[config.mk]
export PLATFORM = sky130hd
export DESIGN_NAME = pwm_ramp_ctrl
export DESIGN_NICKNAME = d
export VERILOG_FILES = /design/src/rtl/pwm_pkg.sv /design/src/rtl/pwm_period_counter.sv /design/src/rtl/pwm_ramp_ctrl.sv
export SDC_FILE = /design/constraint.sdc
export NUM_CORES = 1
export LEC_CHECK = 0
export ABC_AREA = 1
export ABC_CLOCK_PERIOD_IN_PS = 2930
export CAP_MARGIN = 0
export CORE_UTILIZATION = 47
export CTS_CLUSTER_SIZE = 14
export DETAILED_ROUTE_END_ITERATION = 8
export GPL_ROUTABILITY_DRIVEN = 1
export PLACE_DENSITY = 0.73
export RECOVER_POWER = 25
export SYNTH_ARGS = -nofsm -noshare
export SYNTH_HDL_FRONTEND = slang
export SYNTH_HIERARCHICAL = 1
export SYNTH_SLANG_ARGS = --single-unit
[constraint.sdc]
create_clock -name clk -period 2.93 [get_ports clk]
set_input_delay 0.4395 -clock clk [delete_from_list [all_inputs] [get_ports clk]]
set_output_delay 0.4395 -clock clk [all_outputs]
set_load 0.1 [all_outputs]
[src/rtl/pwm_pkg.sv]
`default_nettype none
// ============================================================================
// Module   : pwm_pkg
// Purpose  : Shared state encoding and default widths for the PWM ramp control.
// Revision : 1.0 - initial release
// ============================================================================
package pwm_pkg;

  localparam int c_default_width  = 32;
  localparam int c_default_step_w = 16;

  typedef enum logic [1:0] {
    ST_IDLE       = 2'd0,
    ST_WAIT_BOUND = 2'd1,
    ST_RAMP       = 2'd2
  } pwm_state_e;

endpackage
`default_nettype wire

[src/rtl/pwm_period_counter.sv]
`default_nettype none
// ============================================================================
// Module   : pwm_period_counter
// Purpose  : Mirrors the generator's tick; flags boundary edges, pulses
//            period_end in the first cycle of every period.
// Revision : 1.0 - initial release
// ============================================================================
module pwm_period_counter
  import pwm_pkg::*;
#(
  parameter int WIDTH = c_default_width
) (
  input  logic             clk,
  input  logic             rst_n,
  input  logic [WIDTH-1:0] total_dur,
  output logic             boundary,
  output logic             period_end
);

  logic [WIDTH-1:0] r_tick;
  logic             r_period_end;

  // >= rather than == so a shrinking total_dur can never strand the tick
  assign boundary = (r_tick >= total_dur);

  always_ff @(posedge clk) begin
    if (!rst_n) begin
      r_tick       <= '0;
      r_period_end <= 1'b0;
    end else begin
      r_tick       <= boundary ? '0 : r_tick + WIDTH'(1);
      r_period_end <= boundary;
    end
  end

  assign period_end = r_period_end;

endmodule
`default_nettype wire

[src/rtl/pwm_ramp_ctrl.sv]
`default_nettype none
// ============================================================================
// Module   : pwm_ramp_ctrl
// Purpose  : Accepts period/duty targets and applies them to the generator
//            at period boundaries, ramping high_dur when PWM_RAMP_EN is set.
// Revision : 1.0 - initial release
// ============================================================================
module pwm_ramp_ctrl
  import pwm_pkg::*;
#(
  parameter int WIDTH  = c_default_width,
  parameter int STEP_W = c_default_step_w
) (
  input  logic              clk,
  input  logic              rst_n,
  input  logic              cfg_valid,
  output logic              cfg_ready,
  input  logic [WIDTH-1:0]  cfg_total,
  input  logic [WIDTH-1:0]  cfg_high,
  input  logic [STEP_W-1:0] cfg_step,
  output logic [WIDTH-1:0]  total_dur,
  output logic [WIDTH-1:0]  high_dur,
  output logic              busy,
  output logic              period_end
);

  pwm_state_e       r_state;
  pwm_state_e       w_state_nxt;
  logic             r_cfg_ready;
  logic             r_busy;
  logic [WIDTH-1:0] r_total;
  logic [WIDTH-1:0] r_high;
  logic [WIDTH-1:0] r_tgt_total;
  logic [WIDTH-1:0] r_tgt_high;
  logic [WIDTH-1:0] w_cfg_high_clamped;
  logic [WIDTH-1:0] w_high_nxt;
  logic             w_boundary;
  logic             w_accept;
  logic             w_load;

  pwm_period_counter #(
    .WIDTH (WIDTH)
  ) u_period_counter (
    .clk        (clk),
    .rst_n      (rst_n),
    .total_dur  (r_total),
    .boundary   (w_boundary),
    .period_end (period_end)
  );

  assign w_accept           = cfg_valid && r_cfg_ready;
  assign w_cfg_high_clamped = (cfg_high < cfg_total) ? cfg_high : cfg_total;

`ifdef PWM_RAMP_EN
  logic [STEP_W-1:0] r_step;
  logic [WIDTH-1:0]  w_base;
  logic [WIDTH:0]    w_base_x;
  logic [WIDTH:0]    w_tgt_x;
  logic [WIDTH:0]    w_step_x;
  logic [WIDTH:0]    w_ramp;
  logic              w_unused_ramp_msb;
  logic              w_done;

  always_ff @(posedge clk) begin
    if (!rst_n) begin
      r_step <= '0;
    end else if (w_accept) begin
      r_step <= cfg_step;
    end
  end

  // One extra bit keeps base+step and the differences free of wrap-around
  always_comb begin
    w_base   = (r_high < r_tgt_total) ? r_high : r_tgt_total;
    w_base_x = {1'b0, w_base};
    w_tgt_x  = {1'b0, r_tgt_high};
    w_step_x = {{(WIDTH + 1 - STEP_W){1'b0}}, r_step};
    w_ramp   = w_tgt_x;
    if (r_step != '0) begin
      if (w_base_x <= w_tgt_x) begin
        if ((w_tgt_x - w_base_x) > w_step_x) w_ramp = w_base_x + w_step_x;
      end else begin
        if ((w_base_x - w_tgt_x) > w_step_x) w_ramp = w_base_x - w_step_x;
      end
    end
  end

  assign w_high_nxt        = w_ramp[WIDTH-1:0];
  assign w_unused_ramp_msb = w_ramp[WIDTH];
  assign w_done            = (w_high_nxt == r_tgt_high);
`else
  logic w_unused_step;

  assign w_unused_step = ^cfg_step;
  assign w_high_nxt    = r_tgt_high;
`endif

  always_ff @(posedge clk) begin
    if (!rst_n) begin
      r_state     <= ST_IDLE;
      r_cfg_ready <= 1'b0;
      r_busy      <= 1'b0;
    end else begin
      r_state     <= w_state_nxt;
      r_cfg_ready <= (w_state_nxt == ST_IDLE);
      r_busy      <= (w_state_nxt != ST_IDLE);
    end
  end

  always_comb begin
    w_state_nxt = r_state;
    case (r_state)
      ST_IDLE: begin
        if (w_accept) w_state_nxt = ST_WAIT_BOUND;
      end
      ST_WAIT_BOUND: begin
`ifdef PWM_RAMP_EN
        if (w_boundary) w_state_nxt = w_done ? ST_IDLE : ST_RAMP;
`else
        if (w_boundary) w_state_nxt = ST_IDLE;
`endif
      end
`ifdef PWM_RAMP_EN
      ST_RAMP: begin
        if (w_boundary && w_done) w_state_nxt = ST_IDLE;
      end
`endif
      default: w_state_nxt = ST_IDLE;
    endcase
  end

  always_comb begin
    w_load = (r_state != ST_IDLE) && w_boundary;
  end

  always_ff @(posedge clk) begin
    if (!rst_n) begin
      r_total     <= '0;
      r_high      <= '0;
      r_tgt_total <= '0;
      r_tgt_high  <= '0;
    end else begin
      if (w_accept) begin
        r_tgt_total <= cfg_total;
        r_tgt_high  <= w_cfg_high_clamped;
      end
      if (w_load) begin
        r_total <= r_tgt_total;
        r_high  <= w_high_nxt;
      end
    end
  end

  assign cfg_ready = r_cfg_ready;
  assign busy      = r_busy;
  assign total_dur = r_total;
  assign high_dur  = r_high;

endmodule
`default_nettype wire

==> summary.md <==
| Metric | Value |
|---|---|
| Status | `complete, but fails checks` |
| Failing checks | `max-capacitance violations, max-slew violations` |
| DIE AREA | `between 0.015 and 0.02 sq mm` |
| Setup CP Type | `in -> reg` |
| End of the worst register-to-register path | `r_tgt_total[1]$_SDFFE_PN0P_` |
| Final net count | `between 1000 and 1500` |
| Post-synth top cells | `nor2_1, nand2_1, dfxtp_1` |
| Routed Antenna Nets | `0` |
| Crit path launch | `cfg_valid` |
| CP Cell Sequence | `clkdlybuf4s50_1, nand2_1, inv_1, clkbuf_1, o21ai_0, a21oi_1` |
| Startpoint Class | `input pin` |
| Vias in the first global route | `between 6000 and 7000` |
| Crit path time final | `~2.6 ns` |
| First-pass GRT wire length | `between 30000 and 40000 um` |
| Cell Pwr Density | `699 mW/mm^2` |
| GRT Total Usage | `between 20% and 30%` |
| Peak supply drop | `0.000381 V` |
| DRT Pass-1 Iters | `6` |
| Reg2Reg Depth | `5` |
| Chip width | `about 140 um` |
| Post-Syn Instances | `between 1000 and 1500` |
| Grt total ovfl | `0` |
| Clock slew at reported path FFs | `~0.070 ns` |
| Setup TNS | `0 ns` |
| Worst Path Buf+Inv | `3` |
| Reg2reg setup slack | `roughly 0.45 ns` |
| Synthesized area | `~0.0083 sq mm` |
| Final clock period utilization by the worst path | `between 80 and 90%` |
| Top-count cell post-synth | `nor2_1` |
| Total CTS buffers | `17` |
| Clock Skew | `0.0104 ns` |
| Yosys top cell area share | `39.7%` |
| Crit path max fanout | `42` |
| First DRT Iteration DRCs | `about 540` |
| Antenna violations before repair | `0` |
| RR Startpoint | `cfg_ready$_SDFF_PN0_` |
| Sequential-to-total area share from yosys stat | `~40%` |
| Dpl ws | `between 0.15 and 0.2 ns` |
| DRT Wirelength | `about 21000 um` |
| DP Cell Count | `1483` |
| Relative slew slack | `-8.58%` |
| H-tree depth | `4` |
| Number of diodes | `0` |
| Post-CTS Resized | `0` |
| Final slew viol count | `43` |
| Flops & latches, synth | `approximately 170` |
| Max-cap violations | `1` |
| # hold bufs at CTS | `0` |
| Post-synthesis async set-or-reset flop share | `0%` |
| TritonCTS clock tree | `done` |
| Final Wtd Congestion | `~0.89` |
| WHS Path Cells | `2` |
| DR vias/cell | `approximately 5` |
| Post-route DRC | `0` |
| Levels on crit path | `6` |
| CP arrival | `between 2 and 3 ns` |
| CP max-delay cell | `clkbuf_1` |
| CTS sink count | `about 170` |
| Top-Level Pins | `150` |
| Post-synthesis simple-gate area fraction | `between 20% and 30%` |
| Die Y | `~140 um` |
| Largest net degree at the start of global routing | `66` |
| Leakage | `between 4 and 5 nW` |
| Critical path data required time | `3.27 ns` |
| Least-Margin Pin Slew | `approximately 1.6 ns` |
| Critical Path End | `r_tgt_total[1]$_SDFFE_PN0P_` |
| Crit-path max cell delay | `1.22 ns` |
| Syn avg cell area | `7.16 sq um` |
| Setup crit end kind | `register` |
| Synth top area cells | `dfxtp_1, ha_1, nor2_1, nand2_1, inv_1` |
| Post-Synth Adder-Cell Area | `between 9 and 10%` |
| Initial cell density of the core | `between 40% and 50%` |
| Core Region | `0.0173 sq mm` |
| Via count | `about 7600` |
| PnR worst setup slack | `~0.37 ns` |
| Min-delay worst type | `reg -> reg` |
| Final setup violation count | `0` |
| Max Clk Rate | `between 300 and 400 MHz` |
| Synth Net Count | `approximately 1300` |
| Mux cell area share after synthesis | `0%` |
| Standard-cell rows | `between 40 and 50` |
| Port Buf Inserts | `133` |
| Crit path max-delay family | `buffers and inverters` |
| CTS Root Cell | `clkbuf_16` |
| Post-synth EDFFs | `0` |
| Postcts setup bufs | `0` |
| Non-filler cells, final | `1515` |
| DPL Wire Length | `14800 um` |
| Synth Area in Compound Gates | `roughly an eighth` |
| Post-DR wirelength/cell | `approximately 14 um` |
| CTS max path bufs | `2` |
| Worst-skew pair later-pin latency | `between 0.4 and 0.5 ns` |
| Area growth, synth to finish | `20.7%` |
| Yosys top cell by area | `dfxtp_1` |
| Share of cells above drive strength 1 | `between 7 and 8%` |
| Primary flip-flop cell chosen by synthesis mapping | `dfxtp_1` |
| Post-synth cell types | `32` |
| Syn. warnings | `6` |
| Synth Area in XOR/XNOR | `3.14%` |
| Final hold vios | `0` |
| RSZ-0062 raised after global routing | `false` |
| Largest family of logic cells by synthesized area | `simple AND/OR/NAND/NOR gates` |
[sequential cells by signal, indices dropped and copies added (netlist names)]
register	count
busy	1
cfg_ready	1
high_dur	32
r_state	2
r_tgt_high	32
r_tgt_total	32
total_dur	32
u_period_counter/period_end	1
u_period_counter/r_tick	32
[cells by family (layout without fill, tap and decap cells)]
group,after synthesis,after routing
other cells,1,1
fa+ha+maj,64,64
flops,165,165
compound gates,203,203
xor+xnor,29,29
simple gates,490,490
buf+inv,211,338
[cell usage in the layout, fill, tap and decap left out, types with 2 or more instances in the layout]
cell / n
o21ai_1: 4
clkinv_4: 2
o21ai_0: 100
nand3_2: 2
nor3_1: 13
clkbuf_16: 17
nor2_1: 202
nor2_4: 6
inv_1: 156
dfxtp_1: 165
nand2_1: 172
inv_2: 3
clkdlybuf4s50_1: 65
inv_6: 6
nor2_2: 4
a21oi_1: 94
nand3_1: 69
buf_4: 38
xor2_1: 17
nand4_1: 13
clkinvlp_4: 3
clkinv_2: 2
xnor2_1: 11
o21a_1: 2
ha_1: 64
nor3_2: 2
clkbuf_1: 40
nand2_2: 3
nand2_4: 2
[power by group]
part | switching [W] | leakage [nW] | total [W] | internal, W
clock network | 0.000969 | 0.273 | 0.00216 | 0.00119
registers | 0.000137 | 1.35 | 0.00259 | 0.00245
logic | 0.00173 | 2.93 | 0.00228 | 0.000549
[worst min-delay path by stage]
stage                                                      from                                    end  slack (ns)
after floorplan           u_period_counter/r_tick[0]$_SDFF_PP0_  u_period_counter/r_tick[0]$_SDFF_PP0_        0.44
final                                r_tgt_high[2]$_SDFFE_PN0P_             r_tgt_high[2]$_SDFFE_PN0P_        0.47
after global placement              r_tgt_high[13]$_SDFFE_PN0P_            r_tgt_high[13]$_SDFFE_PN0P_        0.45
after CTS                            r_tgt_high[1]$_SDFFE_PN0P_             r_tgt_high[1]$_SDFFE_PN0P_        0.47
after global routing                 r_tgt_high[2]$_SDFFE_PN0P_             r_tgt_high[2]$_SDFFE_PN0P_        0.48
after detailed placement             r_tgt_high[2]$_SDFFE_PN0P_             r_tgt_high[2]$_SDFFE_PN0P_        0.46
[final cells by class]
class,instances,area [sq um]
Clock inverter,15,144
Inverter,160,601
Timing Repair Buffer,146,1120
Multi-Input combinational cell,787,4190
Fill cell,1645,7240
Tap cell,225,282
Sequential cell,165,3300
Clock buffer,17,425
[routing by layer]
layer	vias up	part of all wire [%]	global-route usage, %
met5	-	0	0
met4	0	1.4	6.37
met3	23	5.2	4.73
met2	198	46	37.8
met1	3415	47	32.0
li1	3936	-	-
[tightest hold or removal path, cell delays in order (launching register included)]
cell and delay, ns:
dfxtp_1 0.31, nand2_1 0.06, a21oi_1 0.05
[per-stage QoR]
step           cell area, sq um  total power, W  utilization, %  hold slack (ns)
2_1_floorplan              8330         0.00439               -            0.440
3_3_place_gp               9640         0.00493            55.7            0.452
3_5_place_dp               9640         0.00496            55.7            0.457
4_1_cts                   10200         0.00714            59.0            0.467
5_1_grt                   10100         0.00739            58.1            0.481
6_report                  10100         0.00703            58.1            0.466
Power figures use the tool's default switching activity.
